## src/rtl/vme_sched_pkg.sv

```systemverilog
// Shared definitions for the VME command scheduler: state encoding, R/W bit positions and
// the default device mask.
package vme_sched_pkg;

   typedef enum logic [1:0] {StIdle, StIssue, StWait, StDone} sched_state_e;

   localparam int unsigned CMD_RD_BIT   = 25;
   localparam int unsigned CMD_WR_BIT   = 24;
   localparam logic [31:0] CMD_MASK_DEF = 32'h00a80000;
   localparam logic [15:0] TIMEOUT_VAL  = 16'hFFFF;

   // Mask is ORed in first; only the bit for the requested direction is forced, the other passes.
   function automatic logic [31:0] form_cmd(input logic [31:0] cmd, input logic rnw,
                                            input logic [31:0] mask);
      logic [31:0] w;
      w = cmd | mask;
      if (rnw) w[CMD_RD_BIT] = 1'b1;
      else     w[CMD_WR_BIT] = 1'b1;
      return w;
   endfunction

endpackage

```

## src/rtl/vme_cmd_sched_rr_arbiter.sv

```systemverilog
// Combinational round-robin picker: first set request at or after ptr, wrapping at NREQ-1.
// The pointer register is owned by the caller.
module rr_arbiter #(
   parameter int unsigned NREQ = 2,
   parameter int unsigned PW   = 1
) (
   input  logic [NREQ-1:0] req,
   input  logic [PW-1:0]   ptr,
   input  logic            en,
   output logic [NREQ-1:0] win_oh,
   output logic [PW-1:0]   win_idx
);

   logic        found;
   logic [PW:0] idx;

   always_comb begin
      win_oh  = '0;
      win_idx = '0;
      found   = 1'b0;
      idx     = '0;
      for (int unsigned k = 0; k < NREQ; k++) begin
         idx = {1'b0, ptr} + (PW+1)'(k);
         if (idx >= (PW+1)'(NREQ)) idx = idx - (PW+1)'(NREQ);
         if (en && !found && req[idx[PW-1:0]]) begin
            win_oh[idx[PW-1:0]] = 1'b1;
            win_idx             = idx[PW-1:0];
            found               = 1'b1;
         end
      end
   end

endmodule

```

## src/rtl/vme_cmd_sched.sv

```systemverilog
// Shares the single VME command/data register path between NREQ requesters: round-robin
// arbitration, one-cycle start, wait for completion or timeout, then done to the winner.
module vme_cmd_sched
   import vme_sched_pkg::*;
#(
   parameter int unsigned NREQ     = 2,
   parameter logic [31:0] CMD_MASK = CMD_MASK_DEF,
   parameter int unsigned TIMEOUT  = 255
) (
   input  logic               clk,
   input  logic               rst,
   input  logic [NREQ-1:0]    req,
   input  logic [NREQ-1:0]    req_rnw,
   input  logic [NREQ*32-1:0] req_cmd,
   input  logic [NREQ*32-1:0] req_dat,
   output logic [NREQ-1:0]    grant,
   output logic [NREQ-1:0]    done,
   output logic [15:0]        rdata,
   output logic               timeout_err,
   output logic               busy,
   input  logic               vme_cmd_rd,
   input  logic               vme_dat_wr,
   input  logic [31:0]        vme_dat_reg_out,
   output logic               start,
   output logic [31:0]        vme_cmd_reg,
   output logic [31:0]        vme_dat_reg_in
);

   localparam int unsigned PW       = (NREQ > 1) ? $clog2(NREQ) : 1;
   localparam logic [7:0]  TMO_LAST = 8'(TIMEOUT - 1);

   sched_state_e    state_q;
   logic [PW-1:0]   ptr_q;
   logic [PW-1:0]   win_idx;
   logic [PW-1:0]   ptr_nxt;
   logic [NREQ-1:0] win_oh;
   logic            win_en;
   logic            win_valid;
   logic [7:0]      cnt_q;
   logic [31:0]     sel_cmd;
   logic [31:0]     sel_dat;
   logic            sel_rnw;
   logic            unused_dat_hi;

   assign win_en        = (state_q == StIdle) && vme_cmd_rd;
   assign win_valid     = |win_oh;
   assign sel_cmd       = req_cmd[32*win_idx +: 32];
   assign sel_dat       = req_dat[32*win_idx +: 32];
   assign sel_rnw       = req_rnw[win_idx];
   assign ptr_nxt       = (win_idx == PW'(NREQ - 1)) ? '0 : win_idx + 1'b1;
   assign unused_dat_hi = ^vme_dat_reg_out[31:16];

   rr_arbiter #(
      .NREQ (NREQ),
      .PW   (PW)
   ) u_arb (
      .req     (req),
      .ptr     (ptr_q),
      .en      (win_en),
      .win_oh  (win_oh),
      .win_idx (win_idx)
   );

   always_ff @(posedge clk or posedge rst) begin
      if (rst) begin
         state_q        <= StIdle;
         ptr_q          <= '0;
         cnt_q          <= '0;
         grant          <= '0;
         done           <= '0;
         rdata          <= '0;
         timeout_err    <= 1'b0;
         busy           <= 1'b0;
         start          <= 1'b0;
         vme_cmd_reg    <= CMD_MASK;
         vme_dat_reg_in <= '0;
      end else begin
         unique case (state_q)
            StIdle: begin
               if (win_valid) begin
                  grant          <= win_oh;
                  start          <= 1'b1;
                  busy           <= 1'b1;
                  vme_cmd_reg    <= form_cmd(sel_cmd, sel_rnw, CMD_MASK);
                  vme_dat_reg_in <= sel_dat;
                  ptr_q          <= ptr_nxt;
                  state_q        <= StIssue;
               end
            end
            StIssue: begin
               start   <= 1'b0;
               cnt_q   <= '0;
               state_q <= StWait;
            end
            StWait: begin
               cnt_q <= cnt_q + 8'd1;
               // A completion strobe on the last allowed cycle beats the timeout.
               if (vme_dat_wr) begin
                  rdata   <= vme_dat_reg_out[15:0];
                  done    <= grant;
                  state_q <= StDone;
               end else if (cnt_q == TMO_LAST) begin
                  rdata       <= TIMEOUT_VAL;
                  done        <= grant;
                  timeout_err <= 1'b1;
                  state_q     <= StDone;
               end
            end
            StDone: begin
               done           <= '0;
               timeout_err    <= 1'b0;
               grant          <= '0;
               busy           <= 1'b0;
               vme_cmd_reg    <= CMD_MASK;
               vme_dat_reg_in <= '0;
               state_q        <= StIdle;
            end
            default: state_q <= StIdle;
         endcase
      end
   end

endmodule

```

## config.mk

```make
export PLATFORM = sky130hd
export DESIGN_NAME = vme_cmd_sched
export DESIGN_NICKNAME = d
export VERILOG_FILES = /design/src/rtl/vme_sched_pkg.sv /design/src/rtl/vme_cmd_sched_rr_arbiter.sv /design/src/rtl/vme_cmd_sched.sv
export SDC_FILE = /design/constraint.sdc
export NUM_CORES = 1
export LEC_CHECK = 0
export BUFFER_PORTS_ARGS = -buffer_cell sky130_fd_sc_hd__buf_2
export CORE_AREA = 2 2 104 106
export DETAILED_ROUTE_END_ITERATION = 7
export DIE_AREA = 0 0 106 108
export PLACE_DENSITY = 0.88
export SLEW_MARGIN = 20
export SYNTH_ARGS = -nofsm -noshare
export SYNTH_HDL_FRONTEND = slang
export SYNTH_HIERARCHICAL = 1
export SYNTH_SLANG_ARGS = --single-unit
```

## constraint.sdc

```tcl
create_clock -name clk -period 4.4 [get_ports clk]
set_clock_uncertainty 0.1 [all_clocks]
set_input_delay 0.88 -clock clk [delete_from_list [all_inputs] [get_ports clk]]
set_output_delay 0.88 -clock clk [all_outputs]
set_load 0.05 [all_outputs]
```

======== Yosys cells after proc, flatten, opt, wreduce, memory -nomap -nowiden ========
Index checks and enable logic that the tools add are counted.
operators by class
  bitwise logic cells ..................... 1
  add/subtract/negate cells ............... 5
  eq/ne operators ......................... 8
  reduce and logical (&&, ||, !) cells .... 21
  order comparisons ....................... 7
  shifts and indexed selects .............. 2
  multiplexer cells ....................... 42
operators by type and width
  cell                                                                          count
  32-bit case mux with 2 select lines                                           2
  64-bit by 7-bit indexed part select with 32-bit output                        2
  32-bit 2-to-1 mux                                                             2
  16-bit 2-to-1 mux                                                             2
  1-bit 2-to-1 mux                                                              19
  2-bit 2-to-1 mux                                                              8
  8-bit case mux with 2 select lines                                            1
  2-bit AND reduction                                                           6
  2-bit nonzero test                                                            5
  8-bit by 1-bit adder with 8-bit output, second input constant                 1
  8-bit equality test, second input constant                                    1
  2-bit case mux with 2 select lines                                            2
  2-bit case mux with 4 select lines                                            1
  1-bit logical AND                                                             6
  1-bit by 2-bit less-than comparator with 1-bit output, second input constant  3
  2-bit inequality test, second input constant                                  3
  1-bit case mux with 2 select lines                                            3
  2-bit equality test, second input constant                                    2
  3-bit inequality test, second input constant                                  1
  3-bit AND reduction                                                           1
  1-bit by 1-bit adder with 2-bit output, second input constant                 1
  1-bit demux with 1-bit select                                                 2
  2-bit by 1-bit equality test with 1-bit output, second input constant         1
  1-bit >= comparator, second input constant                                    2
  other kinds (8)                                                               9
word-level totals
  output and inout port bits .............. 87
  input port bits ......................... 168
  bits in registers ....................... 98

======== Longest topological paths before layout ========
Gate-level depths: netlist (run 1).
  depth in word-level cells ............... 15
  depth in mapped cells ................... 10
  mapped depth without buffers ............ 8

======== Modules after synthesis ========
Netlist (run 1), hierarchy kept.
modules (own cells, without submodules)
  module         area an instance (um^2)  sequential area each (um^2)  cells each  instances
  vme_cmd_sched  4390.5                   2377.3                       352         1
  rr_arbiter     26.3                     0.0                          6           1

======== Worst setup path after synthesis (run 1) ========
Ideal clock, no wire load.
  path kind ............................... input -> register
  start point ............................. in vme_cmd_rd
  end point ............................... reg vme_cmd_reg[10]
  data arrival time ....................... 2.097 ns
  stages on the path ...................... 7
  required time ........................... 4.177 ns
  setup slack ............................. 2.080 ns
  library setup time ...................... 0.123 ns
  buffers on the path ..................... 2
  cells stage by stage .................... and2_1 -> nand2_1 -> a21oi_1 -> buf_2 -> buf_1 -> mux2i_1 -> o2bb2ai_1
between the ends
  cells in the longest elaborated chain, start to end .. 10
  elaborated cells on any way between the ends .. 17
  classes of those cells .................. eq/ne: 1; shift: 1; mux: 7; bitwise: 1; reduce/logical: 7
ends and longest elaborated chain
  item                                                      RTL line                        text
  start: declaration                                        vme_cmd_sched.sv:21             input logic vme_cmd_rd,
  1-bit logical AND *                                       vme_cmd_sched.sv:45             assign win_en = (state_q == StIdle) && vme_cmd_rd;
  1-bit logical AND                                         vme_cmd_sched_rr_arbiter.sv:25  if (en && !found && req[idx[PW-1:0]]) begin
  1-bit 2-to-1 mux                                          vme_cmd_sched_rr_arbiter.sv:25
  1-bit logical NOT                                         vme_cmd_sched_rr_arbiter.sv:25
  1-bit logical AND (2 in a row)                            vme_cmd_sched_rr_arbiter.sv:25
  1-bit 2-to-1 mux *                                        vme_cmd_sched_rr_arbiter.sv:25
  net win_idx                                               vme_cmd_sched.sv:34             logic [PW-1:0] win_idx;
  64-bit by 7-bit indexed part select with 32-bit output *  vme_cmd_sched.sv:47             assign sel_cmd = req_cmd[32*win_idx +: 32];
  32-bit 2-to-1 mux *                                       vme_cmd_sched.sv:80             if (win_valid) begin
  32-bit case mux with 2 select lines *                     vme_cmd_sched.sv:78             unique case (state_q)
  end signal: assignment                                    vme_cmd_sched.sv:84             vme_cmd_reg <= form_cmd(sel_cmd, sel_rnw, CMD_MASK);
  end: declaration                                          vme_cmd_sched.sv:25             output logic [31:0] vme_cmd_reg,
Mark *: on every way through the listed nets, which the timed path passes. The rest lies on a longest branch. The select of a mux whose other input is x is not followed.
A chain may end at the register's enable or synchronous reset.

======== Worst setup path after layout (run 1) ========
  start point ............................. reg state_q[0]
  end point ............................... reg vme_cmd_reg[28]
between the ends
  cells in the longest elaborated chain, start to end .. 11
  elaborated cells on any way between the ends .. 20
  classes of those cells .................. eq/ne: 2; shift: 1; mux: 7; bitwise: 1; reduce/logical: 9
ends and longest elaborated chain
  item                               RTL line                        text
  start: declaration                 vme_cmd_sched.sv:32             sched_state_e state_q;
  start signal: assignment           vme_cmd_sched.sv:66             state_q <= StIdle;
  start signal: assignment           vme_cmd_sched.sv:87             state_q <= StIssue;
  start signal: assignment           vme_cmd_sched.sv:93             state_q <= StWait;
  2-bit logical NOT *                vme_cmd_sched.sv:45
  1-bit logical AND *                vme_cmd_sched.sv:45
  net win_en                         vme_cmd_sched.sv:37             logic win_en;
  1-bit logical AND                  vme_cmd_sched_rr_arbiter.sv:25
  1-bit 2-to-1 mux                   vme_cmd_sched_rr_arbiter.sv:25
  1-bit logical NOT                  vme_cmd_sched_rr_arbiter.sv:25
  1-bit logical AND (2 in a row)     vme_cmd_sched_rr_arbiter.sv:25
  2-bit 2-to-1 mux *                 vme_cmd_sched_rr_arbiter.sv:25
  net win_oh[1]                      vme_cmd_sched.sv:36             logic [NREQ-1:0] win_oh;
  2-bit OR reduction *               vme_cmd_sched.sv:46             assign win_valid = |win_oh;
  2-bit inequality test (no line) *  --
  2-bit AND reduction (no line) *    --
Marks and branches as above.

==> impl_metrics.yaml, run 1 <==
timing:
  rsz0062_at_grt: "false"
  fin_crit_ns: 2.956
  timing.fmax_ghz: 0.3383
  tns_ns: 0
  hold_violations: 0
  finalMaxSlewViolations: 0
  post-route-period-util_pct: 67.18
  setup_violations: 0
  fin_ws_ns: 1.444
  slew_headroom_pct: 52.80
  tightest_slew_ns: 0.7072
  whs_ns: 0.3890
route:
  wire_per_inst_um: 15.83
  finalWirelength_um: 11390
  first_pass_iters: 4
  vias_per_cell: 5.334
  drt_iter0_markers: 188
  ant_nets: 0
  vias: 3835
  drc: 0
floorplan:
  start_util_pct: 43.17
  core_area_mm2: 0.01023
  rows: 37
  chipHeight_um: 108
  io_pins: 255
  die_w_um: 106
  fp.dieArea_mm2: 0.01145
pwr:
  ir_drop_uv: 433.1
  power-per-cell-area_mw_per_mm2: 663.0
  leakage_nw: 2.896
run:
  drv_cap: 0
worst_setup_path:
  slowest_stage: "nand2b_2"
  cp_slowest_stage_delay_ns: 0.61
  cpLargestDelayFamily: "simple AND/OR/NAND/NOR gates"
  critical_path_class: "reg2reg"
  path_cells: "inv_1, ha_1, and2_1, nand2_1, a21oi_1, o21ai_0, nand2b_2, buf_4, o2bb2ai_1"
  crit_arrival_ns: 3.09
  critPathRequiredTime_ns: 4.53
  endpoint_kind: "flip-flop"
  r2r_start: "state_q[0]"
  path_buf_inv: 2
  startpoint_type: "flip-flop"
  critPathLaunch: "state_q[0]"
  cp_max_fo: 31
global_route:
  grt_usage_pct: 19.43
  antenna_found_initial: 0
  grt_pass1_wl_um: 17690
  grt_pass1_vias: 3778
  gr-total-overflow: 0
  grt_max_degree: 64
yosys:
  synth_top_area_share_pct: 53.82
  synth.distinct_cells: 42
  synthCells: 358
  yosysWarnings: 6
  synth_edf_count: 0
  ys_seq_elements: 95
  yosys-top-cells-area: "dfrtp_1 (54%), mux2i_1 (14%), o2bb2ai_1 (12%)"
  syn_area_per_cell_um2: 12.34
  synth_top_cell_by_area: "dfrtp_1"
  async_flop_share_pct: 100.0
  synth-seq-area-share_pct: 53.82
  syn-cell-area_mm2: 0.004417
  synth_ff_type: "dfrtp_1"
layout:
  area_growth_pct: 32.58
  nets: 753
  nFillCells: 849
  drive_gt1_share_pct: 43.74
  multi_input_area_mm2: 0.001872
  seq_area_mm2: 0.002377
  largest_reg_flops: 32
  antenna_cells: 0
cts:
  clock_latency_ns: 0.36
  clock_sinks: 95
  cts_hold_buf: 0
  cts-buffers-inserted: 9
  cts_root_buf: "clkbuf_8"
  clkTransAtPathRegs_ns: 0.09
  cts_buffer_depth: 2
  cts_tree: "yes"
  cts_setup_buffers: 0
  htree_levels: 3
  cts_resized: 0
place:
  place_congestion: 0.8356
  dpl_worst_slack_ns: 1.249
  dpl.hpwl_um: 8608
  port_buffers: 229
status:
  status: "finished, final reports clean"
min_path:
  hold_start: "vme_cmd_reg[6]"
  min_path_type: "reg2reg"
-- per-layer routing --
layer	wire length (um)	global-route usage [%]
met1	4635	23.66
met2	5788	34.29
met3	804	4.280
met4	157	6.673
met5	0	0
-- layout make-up --
| type | count | share of cell area, % |
|---|---|---|
| Tap cell | 136 | 2.906 |
| Multi-Input combinational cell | 227 | 31.97 |
| Clock buffer | 10 | 2.179 |
| Inverter | 11 | 0.7265 |
| Sequential cell | 95 | 40.60 |
| Clock inverter | 6 | 1.197 |
| Timing Repair Buffer | 234 | 20.43 |
-- power breakdown --
| group | total (mW) | internal, mW | switching (mW) | leakage, nW |
|---|---|---|---|---|
| clock | 0.572 | 0.267 | 0.305 | 0.101 |
| sequential | 1.29 | 1.14 | 0.153 | 1.26 |
| combinational | 2.02 | 0.525 | 1.50 | 1.54 |
| total | 3.88 | 1.93 | 1.95 | 2.90 |
-- cell usage in the layout, fill, tap and decap left out, types with 2 or more instances in the layout --
master     Yosys  routed
clkbuf_8       0       9
mux2i_1       60      60
dfrtp_1       95      95
a211oi_1       3       3
buf_4          9       4
nand3_1        7       7
o21ai_0        7       7
nand2_1       14      14
or3_1          2       2
inv_1         11      10
nand4_1        2       2
clkinv_4       0       3
o2111ai_1      2       2
a21o_1         2       2
a21oi_1        8       7
clkinv_2       0       2
o311ai_0       2       2
o2bb2ai_1     62      62
nor2_1         4       4
and3_1         3       3
conb_1         1       3
a22o_1         3       3
o22a_1        16      16
ha_1           7       7
buf_2         10     229
nor3_1         2       2
o211ai_1       2       2
-- cell usage after synthesis (3+ instances only) --
master	number
dfrtp_1	95
o2bb2ai_1	62
mux2i_1	60
o22a_1	16
nand2_1	14
inv_1	11
buf_2	10
buf_4	9
a21oi_1	8
ha_1	7
nand3_1	7
o21ai_0	7
buf_1	5
nor2_1	4
a211oi_1	3
a22o_1	3
and3_1	3
clkbuf_1	3
-- final timing paths --
kind / end / slack [ns] / cells after the start
hold / removal: vme_cmd_reg[6] / 0.39 / 1
max in group asynchronous: state_q[0] / 2.56 / 3
hold reg to reg: vme_cmd_reg[6] / 0.39 / 1
setup reg to reg: vme_cmd_reg[28] / 1.44 / 9
min in group asynchronous: vme_cmd_reg[12] / 0.50 / 2
setup / recovery: vme_cmd_reg[28] / 1.44 / 9
-- kinds of logic (layout without fill, tap and decap cells) --
family	after synthesis	after routing	synth area share, %
simple gates	43	43	4.986
buf+inv	38	261	4.278
fa+ha+maj	7	7	1.983
flops	95	95	53.82
other cells	1	3	0.08490
mux	60	60	13.60
compound gates	114	114	21.25
-- stage by stage --
| step | total power, mW | cells | instance area (um^2) | utilization, % |
|---|---|---|---|---|
| final | 3.882 | 719 | 5856 | 57.23 |
| after global routing | 4.076 | 719 | 5856 | 57.23 |
| after CTS | 3.914 | 719 | 5856 | 57.23 |
| after detailed placement | 3.327 | 703 | 5658 | 55.30 |
| after global placement | 3.259 | 703 | 5658 | 55.30 |
| after floorplan | 2.854 | 360 | 4424 | - |
(Power assumes the default switching activity.)
==> run 2: changes to the inputs <==
- clock period: 4.4 -> 2.85 ns (I/O delays scaled with it)
==> impl_metrics.yaml, run 2 (synthesized netlist as in run 1, its figures left out) <==
status:
  status: "finished, final reports clean"
timing:
  post-route-period-util_pct: 92.56
  fin_crit_ns: 2.638
  rsz0062_at_grt: "false"
  setup_violations: 0
  slew_headroom_pct: 50.67
  tns_ns: 0
  finalMaxSlewViolations: 0
  hold_violations: 0
  timing.fmax_ghz: 0.3791
  tightest_slew_ns: 0.7371
route:
  wire_per_inst_um: 15.95
  ant_nets: 0
  vias: 3876
  finalWirelength_um: 11600
  drc: 0
  drt_iter0_markers: 252
  first_pass_iters: 4
  vias_per_cell: 5.331
layout:
  multi_input_area_mm2: 0.001872
  largest_reg_flops: 32
  seq_area_mm2: 0.002377
  nFillCells: 847
  drive_gt1_share_pct: 44.50
  mostFrequentLayoutCells: "buf_2 (229), dfrtp_1 (95), o2bb2ai_1 (62), mux2i_1 (60), o22a_1 (16)"
  antenna_cells: 0
  final_util_pct: 58.20
  nets: 761
  final_common_cell: "buf_2"
  finish.instance_area_mm2: 0.005954
  area_growth_pct: 34.82
place:
  dpl.hpwl_um: 8878
  dpl_cell_area_mm2: 0.005746
  place_congestion: 0.8259
  port_buffers: 229
cts:
  cts_hold_buf: 0
  cts_resized: 0
  clock_latency_ns: 0.34
  htree_levels: 3
  cts-buffers-inserted: 9
  clkTransAtPathRegs_ns: 0.09
  cts_tree: "yes"
  cts_root_buf: "clkbuf_8"
  cts_setup_buffers: 0
  clock_sinks: 95
  cts_buffer_depth: 2
floorplan:
  die_w_um: 106
  chipHeight_um: 108
  start_util_pct: 43.17
  core_area_mm2: 0.01023
  io_pins: 255
  rows: 37
  fp.dieArea_mm2: 0.01145
global_route:
  grt_max_degree: 54
  antenna_found_initial: 0
  grt_pass1_vias: 3835
  gr-total-overflow: 0
  grt_usage_pct: 19.91
  grt_pass1_wl_um: 18130
worst_setup_path:
  startpoint_type: "flip-flop"
  worstReg2RegEnd: "vme_dat_reg_in[17]"
  rrSetupSlack_ns: 0.21
  reg2regPathDepth: 9
  r2r_start: "state_q[0]"
  cp_max_fo: 41
  critical_path_class: "reg2reg"
  crit_arrival_ns: 2.80
  critPathRequiredTime_ns: 3.01
  endpoint_kind: "flip-flop"
run:
  drv_cap: 0
pwr:
  power-per-cell-area_mw_per_mm2: 1021
  ir_drop_uv: 670.0
  leakage_nw: 2.943
  power.total_mw: 6.080
min_path:
  min_path_type: "in2async"
==> run 2: cell count changes in the layout (fill, tap and decap cells not counted), sizes merged <==
| cell | delta |
|---|---|
| clkinvlp | +3 |
| clkinv | -4 |
| buf | +8 |
| inv | -1 |
| clkbuf | +2 |
==> run 2: report_power, final <==
part | switching (mW) | internal (mW)
Combinational | 2.32 | 0.864
Sequential | 0.242 | 1.75
Clock | 0.448 | 0.456
==> run 2: final cells by class <==
type / count / area share (%)
Clock buffer: 12 / 2.606
Clock inverter: 4 / 0.9036
Inverter: 11 / 0.7565
Multi-Input combinational cell: 227 / 31.44
Sequential cell: 95 / 39.92
Tap cell: 136 / 2.858
Timing Repair Buffer: 242 / 21.52
==> run 2: routing by layer <==
layer	routed length [um]	GRT usage, %	vias up
met5	0	0	-
met2	5952	35.25	204
met3	905	4.882	20
li1	-	-	1810
met1	4517	23.72	1842
met4	219	7.049	0
==> run 2: stage by stage <==
step / worst slack (ns) / instances / hold slack, ns
floorplan: 0.6492 / 360 / 0.3716
global placement: 0.3260 / 711 / 0.3593
detailed placement: 0.2316 / 711 / 0.3650
CTS: 0.1806 / 727 / 0.2679
global route: 0.02419 / 727 / 0.2976
finish: 0.2121 / 727 / 0.2638
==> run 2: how the worst max path moves through the flow <==
stage	startpoint	to	slack, ns	depth (start not counted)
2_1_floorplan	state_q[0]	vme_cmd_reg[10]	0.65	9
3_3_place_gp	state_q[0]	vme_cmd_reg[25]	0.33	9
3_5_place_dp	state_q[0]	vme_dat_reg_in[7]	0.23	9
4_1_cts	state_q[0]	vme_dat_reg_in[16]	0.18	9
5_1_grt	state_q[0]	vme_dat_reg_in[17]	0.02	9
6_report	state_q[0]	vme_dat_reg_in[17]	0.21	9
==> run 2: worst max-delay path: stages, from the launching register on <==
cell and delay (ns):
dfrtp_1 0.42, inv_1 0.12, ha_1 0.28, and2_1 0.17, nand2_1 0.12, a21oi_1 0.08, or3b_1 0.48, o21ai_4 0.32
buf_12 0.30, o2bb2ai_1 0.15
